==> config.mk <==
export PLATFORM = sky130hd
export DESIGN_NAME = ram_to_file
export DESIGN_NICKNAME = d
export VERILOG_FILES = /design/src/rtl/ram_to_file.sv
export SDC_FILE = /design/constraint.sdc
export NUM_CORES = 1
export LEC_CHECK = 0
export BUFFER_PORTS_ARGS = -buffer_cell sky130_fd_sc_hd__buf_2
export CAP_MARGIN = 5
export CORE_AREA = 2 2 154 156
export CTS_CLUSTER_DIAMETER = 60
export DETAILED_ROUTE_END_ITERATION = 8
export DIE_AREA = 0 0 156 158
export GPL_ROUTABILITY_DRIVEN = 0
export GPL_TIMING_DRIVEN = 0
export PLACE_DENSITY = 0.84
export SLEW_MARGIN = 20
export SYNTH_ARGS = -nofsm -noshare
export SYNTH_HDL_FRONTEND = slang
export SYNTH_SLANG_ARGS = --single-unit
==> constraint.sdc <==
create_clock -name clk -period 7.15 [get_ports clk]
set_input_delay 0.715 -clock clk [delete_from_list [all_inputs] [get_ports clk]]
set_output_delay 0.715 -clock clk [all_outputs]
set_load 0.01 [all_outputs]
==> src/rtl/ram_to_file.sv <==
// Memory read-back engine: reads a block of words out of RAM and streams them with their
// byte addresses over a valid/ready port, buffering through a small first-word-fall-through FIFO.
module ram_to_file #(
   parameter int FIFO_DEPTH = 4,
   parameter int TIMEOUT    = 255
) (
   input  logic        clk,
   input  logic        rst_n,
   input  logic        start,
   input  logic [31:0] base_addr,
   input  logic [15:0] word_count,
   output logic        busy,
   output logic        done,
   output logic        error,
   output logic [31:0] address,
   output logic [31:0] data_input,
   input  logic [31:0] data_output,
   output logic        cs,
   output logic        we,
   output logic        oe,
   output logic [1:0]  data_size,
   input  logic        mem_done,
   output logic [31:0] dout,
   output logic [31:0] dout_addr,
   output logic        dout_valid,
   input  logic        dout_ready
);

   localparam int PW = (FIFO_DEPTH > 1) ? $clog2(FIFO_DEPTH) : 1;
   localparam int CW = PW + 1;
   localparam int TW = $clog2(TIMEOUT + 1);

   typedef enum logic [2:0] {IDLE, REQ, WAIT, DRAIN, DONE} state_t;

   state_t         state, state_next;
   logic [31:0]    addr_q;
   logic [15:0]    remaining;
   logic [TW-1:0]  timer;
   logic           error_q;

   logic [31:0]    fifo_data [FIFO_DEPTH];
   logic [31:0]    fifo_addr [FIFO_DEPTH];
   logic [PW-1:0]  wr_ptr, rd_ptr;
   logic [CW-1:0]  count;

   logic push, pop, slot_free, timeout_hit, start_ok;

   // Only one access is ever in flight and it is pushed before REQ is re-entered,
   // so the occupancy alone tells REQ whether the next word has somewhere to go.
   assign push        = (state == WAIT) && mem_done;
   assign pop         = (count != '0) && dout_ready;
   assign slot_free   = count < CW'(FIFO_DEPTH);
   assign timeout_hit = timer == TW'(TIMEOUT);
   assign start_ok    = start && (state == IDLE);

   always_ff @(posedge clk or negedge rst_n) begin
      if (!rst_n) state <= IDLE;
      else        state <= state_next;
   end

   always_comb begin
      state_next = state;
      case (state)
         IDLE:    if (start) state_next = (word_count == 16'd0) ? DONE : REQ;
         REQ:     if (slot_free) state_next = WAIT;
         WAIT: begin
            if (mem_done)         state_next = (remaining == 16'd1) ? DRAIN : REQ;
            else if (timeout_hit) state_next = DRAIN;
         end
         DRAIN:   if (count == '0) state_next = DONE;
         DONE:    state_next = IDLE;
         default: state_next = IDLE;
      endcase
   end

   always_ff @(posedge clk or negedge rst_n) begin
      if (!rst_n) begin
         addr_q    <= '0;
         remaining <= '0;
         timer     <= '0;
         error_q   <= 1'b0;
      end else begin
         if (start_ok) begin
            addr_q    <= {base_addr[31:2], 2'b00};
            remaining <= word_count;
            error_q   <= 1'b0;
         end
         if (state == WAIT) begin
            if (mem_done) begin
               addr_q    <= addr_q + 32'd4;
               remaining <= remaining - 16'd1;
               timer     <= '0;
            end else if (timeout_hit) begin
               error_q <= 1'b1;
               timer   <= '0;
            end else begin
               timer <= timer + TW'(1);
            end
         end else begin
            timer <= '0;
         end
      end
   end

   // Storage needs no reset; occupancy and pointers define what is valid.
   always_ff @(posedge clk) begin
      if (push) begin
         fifo_data[wr_ptr] <= data_output;
         fifo_addr[wr_ptr] <= addr_q;
      end
   end

   always_ff @(posedge clk or negedge rst_n) begin
      if (!rst_n) begin
         wr_ptr <= '0;
         rd_ptr <= '0;
         count  <= '0;
      end else begin
         if (push) wr_ptr <= wr_ptr + PW'(1);
         if (pop)  rd_ptr <= rd_ptr + PW'(1);
         case ({push, pop})
            2'b10:   count <= count + CW'(1);
            2'b01:   count <= count - CW'(1);
            default: count <= count;
         endcase
      end
   end

   assign dout_valid = count != '0;
   assign dout       = dout_valid ? fifo_data[rd_ptr] : '0;
   assign dout_addr  = dout_valid ? fifo_addr[rd_ptr] : '0;

   // The RAM strobes are a pure decode of WAIT, so REQ leaves a cs-low gap between accesses.
   assign cs         = state == WAIT;
   assign oe         = state == WAIT;
   assign we         = 1'b0;
   assign address    = addr_q;
   assign data_input = '0;
   assign data_size  = 2'b11;
   assign busy       = (state == REQ) || (state == WAIT) || (state == DRAIN);
   assign done       = state == DONE;
   assign error      = error_q;

endmodule

==> flow_results.xml, run 1 <==
<?xml version="1.0" encoding="UTF-8"?>
<metrics>
  <group name="route">
    <metric name="detail_route_antenna_nets" unit="">0</metric>
    <metric name="routed_via_density" unit="">6.03</metric>
    <metric name="route.final.wire_length" unit="um">31400</metric>
    <metric name="drt_pass1_iterations" unit="">8</metric>
    <metric name="detailroute.via_count" unit="">8845</metric>
    <metric name="detail_route.iter0.violations" unit="">1025</metric>
    <metric name="drt_drc_violations_left" unit="">0</metric>
    <metric name="wire_per_inst" unit="um">21.4</metric>
  </group>
  <group name="logic_synthesis">
    <metric name="synth_most_common_cell" unit="">sky130_fd_sc_hd__edfxtp_1</metric>
    <metric name="yosysWarningCount" unit="">0</metric>
    <metric name="yosys.area.top_type_share" unit="">0.555</metric>
    <metric name="synth_sequential_area_ratio" unit="">0.676</metric>
    <metric name="synthArstFlopShare" unit="">0.207</metric>
    <metric name="post_synth_top_area_cell" unit="">sky130_fd_sc_hd__edfxtp_1</metric>
    <metric name="post_synth_main_area_contributors" unit="">sky130_fd_sc_hd__edfxtp_1, sky130_fd_sc_hd__dfrtp_1, sky130_fd_sc_hd__mux4_2</metric>
    <metric name="synth_flop_cell" unit="">sky130_fd_sc_hd__edfxtp_1</metric>
    <metric name="synth-edff-count" unit="">256</metric>
    <metric name="post_synth_num_cell_types" unit="">60</metric>
    <metric name="syn-cell-area" unit="um^2">13900</metric>
    <metric name="synth-seq-cells" unit="">323</metric>
    <metric name="syn-instance-count" unit="">893</metric>
    <metric name="synthesis.area_per_instance" unit="um^2">15.5</metric>
    <metric name="synth.cells.most_frequent" unit="">sky130_fd_sc_hd__edfxtp_1, sky130_fd_sc_hd__and2_1, sky130_fd_sc_hd__dfrtp_1</metric>
  </group>
  <group name="setup_path">
    <metric name="setup.worst_path.end_class" unit="">output port</metric>
    <metric name="cp-start-kind" unit="">flop</metric>
    <metric name="slowest_delay" unit="ns">0.65</metric>
    <metric name="path_cells" unit="">buf_1 -&gt; buf_2 -&gt; mux4_2 -&gt; and2_1 -&gt; buf_2</metric>
    <metric name="worst_endpoint_data_arrival_time" unit="ns">2.93</metric>
    <metric name="criticalPathCategory" unit="">flop to output port</metric>
    <metric name="critical_path.slowest_cell" unit="">sky130_fd_sc_hd__buf_1</metric>
    <metric name="most_common_cell_on_crit_path" unit="">sky130_fd_sc_hd__buf_2</metric>
    <metric name="timing.critical_path.required" unit="ns">6.43</metric>
    <metric name="crit_path_max_fanout" unit="">10</metric>
  </group>
  <group name="pwr">
    <metric name="finalPower" unit="mW">6.90</metric>
    <metric name="static-leakage-power" unit="nW">6.21</metric>
    <metric name="cellPowerDensity" unit="nW/um^2">414</metric>
    <metric name="peakVddDrop" unit="V">0.000207</metric>
  </group>
  <group name="layout">
    <metric name="drive_gt1_frac" unit="">0.319</metric>
    <metric name="design_area" unit="um^2">16700</metric>
    <metric name="final_nets" unit="">1246</metric>
    <metric name="multi_input_comb_area" unit="um^2">4090</metric>
    <metric name="fillers" unit="">1443</metric>
    <metric name="syn_to_final_growth" unit="%">20.2</metric>
    <metric name="ff_latch_area" unit="um^2">9360</metric>
  </group>
  <group name="die">
    <metric name="die_w" unit="um">156</metric>
    <metric name="design.portCount" unit="">222</metric>
    <metric name="die_height" unit="um">158</metric>
    <metric name="die_area" unit="um^2">24600</metric>
    <metric name="start_util" unit="">0.601</metric>
    <metric name="floorplan.core_area" unit="um^2">23100</metric>
    <metric name="placement_rows" unit="">56</metric>
  </group>
  <group name="worst_hold_path">
    <metric name="worstHoldPathType" unit="">input pin to asynchronous set/reset pin</metric>
  </group>
  <group name="global_route">
    <metric name="globalRouteTotalUtil" unit="">0.254</metric>
    <metric name="grt_pass1_vias" unit="">8657</metric>
    <metric name="grt_start_max_net_pins" unit="">44</metric>
    <metric name="first_pass_grt_wire_length" unit="um">47300</metric>
    <metric name="grt_antenna_before_repair" unit="">1</metric>
    <metric name="grt_overflow_total" unit="">0</metric>
  </group>
  <group name="sta">
    <metric name="worst_slew_pin_slew" unit="ns">0.933</metric>
    <metric name="finalClockSkew" unit="ns">0.0206</metric>
    <metric name="timing_hold_violations_final" unit="">0</metric>
    <metric name="report.final.setup_viol" unit="">0</metric>
    <metric name="timing.fmax" unit="MHz">275</metric>
    <metric name="tns" unit="ns">0</metric>
    <metric name="number_of_pins_with_negative_max_slew_slack_in_the_final_report" unit="">0</metric>
    <metric name="whs" unit="ns">0.164</metric>
    <metric name="final_worst_path_cycle_share" unit="">0.509</metric>
    <metric name="fin_ws" unit="ns">3.51</metric>
    <metric name="shortest_clock_period_the_worst_path_allows_after_layout" unit="ns">3.64</metric>
    <metric name="slew_headroom" unit="">0.372</metric>
    <metric name="setup_repair_after_global_routing_missed_its_margin" unit="">false</metric>
  </group>
  <group name="clock_tree">
    <metric name="clock-sinks" unit="">323</metric>
    <metric name="clk_latency" unit="ns">0.51</metric>
    <metric name="post-cts-setup-buffer-count" unit="">0</metric>
    <metric name="cts.htree.levels" unit="">2</metric>
    <metric name="cts_hold_repair.buffers" unit="">0</metric>
    <metric name="root_buffer" unit="">sky130_fd_sc_hd__clkbuf_16</metric>
    <metric name="cts_buffer_depth" unit="">3</metric>
    <metric name="worst_setup_hold_path_clk_slew" unit="ns">0.06</metric>
    <metric name="cts_tree" unit="">built</metric>
    <metric name="cts_resized" unit="">0</metric>
    <metric name="numCtsBuffers" unit="">34</metric>
  </group>
  <group name="status">
    <metric name="outcome" unit="">finished clean</metric>
  </group>
  <group name="placement">
    <metric name="buffer_ports.inserted" unit="">184</metric>
    <metric name="dp_hpwl" unit="um">20500</metric>
    <metric name="postPlaceCellArea" unit="um^2">15400</metric>
    <metric name="pre_cts_slack" unit="ns">3.94</metric>
  </group>
  <group name="run">
    <metric name="max_cap_viol_count" unit="">0</metric>
  </group>
</metrics>
[per-layer routing]
layer,global-route usage,part of all wire,vias up
met1,0.338,0.38,4339
li1,-,-,3942
met2,0.427,0.50,497
met4,0.0852,0.027,0
met5,0,0,-
met3,0.0479,0.092,67
[cell type report]
type,count,area share
diodes,1,0.000150
plain buffers,85,0.0288
clock buffers,41,0.0583
clock inverters,21,0.0172
inverters,16,0.00360
multi-input cells,502,0.245
flip-flops and latches,323,0.562
well taps,290,0.0218
repair buffers,189,0.0628
[layout by cell type (no fill, tap or decap), drive strengths merged, types with 11 or more instances in the layout]
master | synthesis | layout
a211oi | 15 | 15
a21oi | 15 | 15
a311oi | 21 | 21
and2 | 75 | 75
buf | 55 | 244
clkbuf | 30 | 71
clkinv | 0 | 11
conb | 2 | 35
dfrtp | 67 | 67
edfxtp | 256 | 256
inv | 16 | 17
mux4 | 64 | 64
nand2 | 29 | 29
nand3 | 16 | 16
nand4 | 17 | 17
nor2 | 65 | 65
nor3 | 23 | 23
nor4 | 12 | 12
o21ai | 15 | 15
[logic make-up (layout without fill, tap and decap cells)]
family,Yosys count,after routing,share of synthesized area
buffers and inverters,101,352,0.0390
multiplexers,66,66,0.105
other,2,36,0.000542
AND/OR/NAND/NOR,279,279,0.110
adder cells (fa/ha/maj),10,10,0.00957
flip-flops,323,323,0.676
AO/OA/AOI/OAI,100,100,0.0519
XOR/XNOR,12,12,0.00758
[final timing paths]
kind	to	cells past startpoint	startpoint	slack [ns]
max	dout_addr[2]	5	rd_ptr[0]	3.51
min	timer[3]	1	rst_n	0.16
max reg2reg	count[2]	12	state[2]	4.28
min reg2reg	count[0]	1	count[0]	0.51
max in group asynchronous	address[31]	2	rst_n	6.43
min in group clk	fifo_data[0][19]	1	data_output[19]	0.43
[sequential cells by signal, indices dropped and copies added, names as in the netlist, 2 cells and up]
name / flops
fifo_addr: 128
fifo_data: 128
address: 32
remaining: 16
timer: 8
count: 3
state: 3
rd_ptr: 2
wr_ptr: 2
[worst max-delay path, delay by kind of cell (launching register included)]
| family | cells | cell delay, ns |
|---|---|---|
| and+or+nand+nor | 1 | 0.17 |
| DFF | 1 | 0.39 |
| muxes | 1 | 0.57 |
| buffers and inverters | 3 | 1.28 |
[power by group]
| part | leakage, nW | switching (mW) | internal, mW |
|---|---|---|---|
| registers | 3.10 | 0.327 | 2.39 |
| logic | 2.50 | 1.24 | 1.01 |
| clock network | 0.614 | 0.701 | 1.22 |
[metrics by stage]
stage	instances	util
finish	1468	0.723
global route	1468	0.723
CTS	1467	0.723
detailed placement	1405	0.668
global placement	1400	0.662
floorplan	926	-
Note: power is estimated with default switching activity, not from simulation.
==> run 2: changes to the inputs <==
- ABC_AREA: default -> 1
- CORE_AREA: 2 2 154 156 -> 2 2 164 166
- DIE_AREA: 0 0 156 158 -> 0 0 166 168
- PLACE_DENSITY: 0.84 -> 0.79
- clock period: 7.15 -> 3.8 ns (I/O delays scaled with it)
==> run 2 against run 1 <==
Final cell count up 42%. Flip-flop and latch count is the same. Sequential power is 93% higher. Synthesized cell count increased by 63%. Die area increased by 13%. Clock power grew 87%. Cell area increased by 6.3%. Core utilization shrank 5.1 points. Largest cell class unchanged. Largest power group is now combinational cells.
==> flow_results.xml, run 2 <==
<?xml version="1.0" encoding="UTF-8"?>
<metrics>
  <group name="global_route">
    <metric name="grt_overflow_total" unit="">0</metric>
    <metric name="grt_start_max_net_pins" unit="">37</metric>
    <metric name="globalRouteTotalUtil" unit="">0.271</metric>
    <metric name="grt_antenna_before_repair" unit="">2</metric>
    <metric name="first_pass_grt_wire_length" unit="um">59200</metric>
    <metric name="grt_pass1_vias" unit="">11164</metric>
  </group>
  <group name="sta">
    <metric name="shortest_clock_period_the_worst_path_allows_after_layout" unit="ns">2.88</metric>
    <metric name="finalClockSkew" unit="ns">0.0197</metric>
    <metric name="fin_ws" unit="ns">0.922</metric>
    <metric name="timing.fmax" unit="MHz">347</metric>
    <metric name="slew_headroom" unit="">0.467</metric>
    <metric name="worst_slew_pin_slew" unit="ns">0.798</metric>
    <metric name="setup_repair_after_global_routing_missed_its_margin" unit="">false</metric>
    <metric name="timing_hold_violations_final" unit="">0</metric>
    <metric name="report.final.setup_viol" unit="">0</metric>
    <metric name="final_worst_path_cycle_share" unit="">0.757</metric>
    <metric name="tns" unit="ns">0</metric>
    <metric name="number_of_pins_with_negative_max_slew_slack_in_the_final_report" unit="">0</metric>
  </group>
  <group name="layout">
    <metric name="final_nets" unit="">1816</metric>
    <metric name="layout.cells.most_common_list" unit="">sky130_fd_sc_hd__nor2_1, sky130_fd_sc_hd__edfxtp_1, sky130_fd_sc_hd__buf_2</metric>
    <metric name="non_filler_instance_count_after_layout" unit="">2089</metric>
    <metric name="syn_to_final_growth" unit="%">20.4</metric>
    <metric name="ff_latch_area" unit="um^2">9360</metric>
    <metric name="fillers" unit="">1953</metric>
    <metric name="multi_input_comb_area" unit="um^2">4570</metric>
    <metric name="layout.cells.most_common" unit="">sky130_fd_sc_hd__nor2_1</metric>
    <metric name="drive_gt1_frac" unit="">0.211</metric>
    <metric name="design_area" unit="um^2">17700</metric>
  </group>
  <group name="clock_tree">
    <metric name="clock-sinks" unit="">323</metric>
    <metric name="clk_latency" unit="ns">0.52</metric>
    <metric name="root_buffer" unit="">sky130_fd_sc_hd__clkbuf_16</metric>
    <metric name="worst_setup_hold_path_clk_slew" unit="ns">0.06</metric>
    <metric name="post-cts-setup-buffer-count" unit="">0</metric>
    <metric name="cts_buffer_depth" unit="">3</metric>
    <metric name="numCtsBuffers" unit="">35</metric>
    <metric name="cts_tree" unit="">built</metric>
    <metric name="cts.htree.levels" unit="">2</metric>
  </group>
  <group name="logic_synthesis">
    <metric name="synth_most_common_cell" unit="">sky130_fd_sc_hd__nor2_1</metric>
    <metric name="synthesis.area_per_instance" unit="um^2">10.1</metric>
    <metric name="synth-seq-cells" unit="">323</metric>
    <metric name="post_synth_main_area_contributors" unit="">sky130_fd_sc_hd__edfxtp_1, sky130_fd_sc_hd__dfrtp_1, sky130_fd_sc_hd__nor2_1</metric>
    <metric name="post_synth_num_cell_types" unit="">43</metric>
    <metric name="synth-edff-count" unit="">256</metric>
    <metric name="post_synth_top_area_cell" unit="">sky130_fd_sc_hd__edfxtp_1</metric>
    <metric name="syn-cell-area" unit="um^2">14700</metric>
    <metric name="syn-instance-count" unit="">1455</metric>
    <metric name="synthArstFlopShare" unit="">0.207</metric>
    <metric name="synth_sequential_area_ratio" unit="">0.637</metric>
    <metric name="yosys.area.top_type_share" unit="">0.523</metric>
    <metric name="synth_flop_cell" unit="">sky130_fd_sc_hd__edfxtp_1</metric>
    <metric name="yosysWarningCount" unit="">0</metric>
    <metric name="synth.cells.most_frequent" unit="">sky130_fd_sc_hd__nor2_1, sky130_fd_sc_hd__edfxtp_1, sky130_fd_sc_hd__o21ai_0</metric>
  </group>
  <group name="route">
    <metric name="routed_via_density" unit="">5.53</metric>
    <metric name="wire_per_inst" unit="um">18.4</metric>
    <metric name="route.final.wire_length" unit="um">38400</metric>
    <metric name="detail_route.iter0.violations" unit="">1395</metric>
    <metric name="drt_pass1_iterations" unit="">6</metric>
    <metric name="drt_drc_violations_left" unit="">0</metric>
    <metric name="detail_route_antenna_nets" unit="">0</metric>
    <metric name="detailroute.via_count" unit="">11548</metric>
  </group>
  <group name="die">
    <metric name="placement_rows" unit="">60</metric>
    <metric name="floorplan.core_area" unit="um^2">26400</metric>
    <metric name="die_area" unit="um^2">27900</metric>
    <metric name="die_w" unit="um">166</metric>
    <metric name="start_util" unit="">0.558</metric>
    <metric name="design.portCount" unit="">222</metric>
    <metric name="die_height" unit="um">168</metric>
  </group>
  <group name="placement">
    <metric name="number_of_placed_instances_with_taps_included" unit="">2024</metric>
    <metric name="pre_cts_slack" unit="ns">1.17</metric>
    <metric name="postPlaceCellArea" unit="um^2">16500</metric>
    <metric name="dp_hpwl" unit="um">26300</metric>
    <metric name="buffer_ports.inserted" unit="">184</metric>
  </group>
  <group name="setup_path">
    <metric name="worst_endpoint_data_arrival_time" unit="ns">2.50</metric>
    <metric name="most_common_cell_on_crit_path" unit="">sky130_fd_sc_hd__clkbuf_1</metric>
    <metric name="critical_path.slowest_cell" unit="">sky130_fd_sc_hd__clkbuf_1</metric>
    <metric name="regToRegEndpoint" unit="">fifo_data[2][4]</metric>
    <metric name="timing.critical_path.required" unit="ns">3.42</metric>
    <metric name="slowest_delay" unit="ns">0.46</metric>
    <metric name="regToRegStartpoint" unit="">state[2]</metric>
    <metric name="setup.worst_path.end_class" unit="">output port</metric>
    <metric name="r2r_cells" unit="">9</metric>
    <metric name="path_cells" unit="">inv_2 -&gt; clkbuf_1 -&gt; clkbuf_1 -&gt; o21ai_0 -&gt; a21oi_1 -&gt; buf_2</metric>
    <metric name="crit_path_max_fanout" unit="">10</metric>
    <metric name="criticalPathCategory" unit="">flop to output port</metric>
    <metric name="cp-start-kind" unit="">flop</metric>
    <metric name="setup.reg_to_reg.worst_slack" unit="ns">1.16</metric>
  </group>
  <group name="run">
    <metric name="max_cap_viol_count" unit="">0</metric>
  </group>
  <group name="pwr">
    <metric name="static-leakage-power" unit="nW">7.06</metric>
    <metric name="peakVddDrop" unit="V">0.000489</metric>
    <metric name="cellPowerDensity" unit="nW/um^2">813</metric>
  </group>
  <group name="worst_hold_path">
    <metric name="timing.hold.worst_path_depth" unit="">1</metric>
    <metric name="worstHoldPathType" unit="">input pin to flop</metric>
    <metric name="hold_end" unit="">fifo_data[2][4]</metric>
    <metric name="worst_hold_startpoint" unit="">data_output[4]</metric>
  </group>
  <group name="status">
    <metric name="outcome" unit="">finished clean</metric>
  </group>
</metrics>
[run 2: metrics by stage]
step,power (mW),util,hold slack [ns]
after floorplan,8.53,-,0.0844
after global placement,10.5,0.614,0.462
after detailed placement,10.8,0.625,0.389
after CTS,14.4,0.672,0.0617
after global routing,15.2,0.672,0.0664
final,14.4,0.672,0.0743
[run 2: layer usage]
layer,global-route usage,vias up,wire (um)
met5,0,-,9
met4,0.0972,2,1080
met3,0.0395,82,3770
met2,0.473,647,19100
met1,0.348,5394,14400
li1,-,5423,-
[run 2: area by class of cell]
cell class / instances / share of cell area
Antenna cell: 1 / 0.000141
Buffer: 102 / 0.0333
Clock buffer: 40 / 0.0517
Clock inverter: 23 / 0.0176
Inverter: 89 / 0.0189
Multi-Input combinational cell: 974 / 0.258
Sequential cell: 323 / 0.529
Tap cell: 341 / 0.0241
Timing Repair Buffer: 196 / 0.0674
[run 2: cell families after synthesis]
logic type               count (synthesis)  share of synthesized area
other                                    2                   0.000511
flip-flops                             323                      0.637
AND/OR/NAND/NOR                        605                      0.173
multiplexers                             1                   0.000681
adder cells (fa/ha/maj)                 10                    0.00902
XOR/XNOR                                10                    0.00595
AO/OA/AOI/OAI                          313                      0.111
buffers and inverters                  191                     0.0629
[run 2: worst max path at each step]
stage / from / endpoint / cells past startpoint
4_1_cts: count[0] / dout_addr[15] / 6
5_1_grt: count[0] / dout_addr[15] / 6
2_1_floorplan: state[2] / fifo_addr[0][0] / 6
3_5_place_dp: state[2] / fifo_data[2][10] / 9
3_3_place_gp: state[2] / fifo_data[2][11] / 6
6_report: rd_ptr[0] / dout_addr[29] / 6
[run 2: report_power, final]
part	total, mW	switching (mW)	internal [mW]	leakage (nW)
sequential	5.24	0.704	4.54	3.12
combinational	5.56	3.65	1.91	3.35
clock	3.60	1.39	2.22	0.591
[run 2: timing repair]
item | CTS | global route
resized for setup | 0 | 0
hold buffers | 1 | 0
endpoints found under the hold margin | 35 | 0
setup endpoints to repair | 0 | 0
[run 2: worst max-delay path, delay by kind of cell (launching register included)]
family | cells | cell delay, ns
buf+inv | 4 | 1.12
flops | 1 | 0.43
compound gates | 2 | 0.42
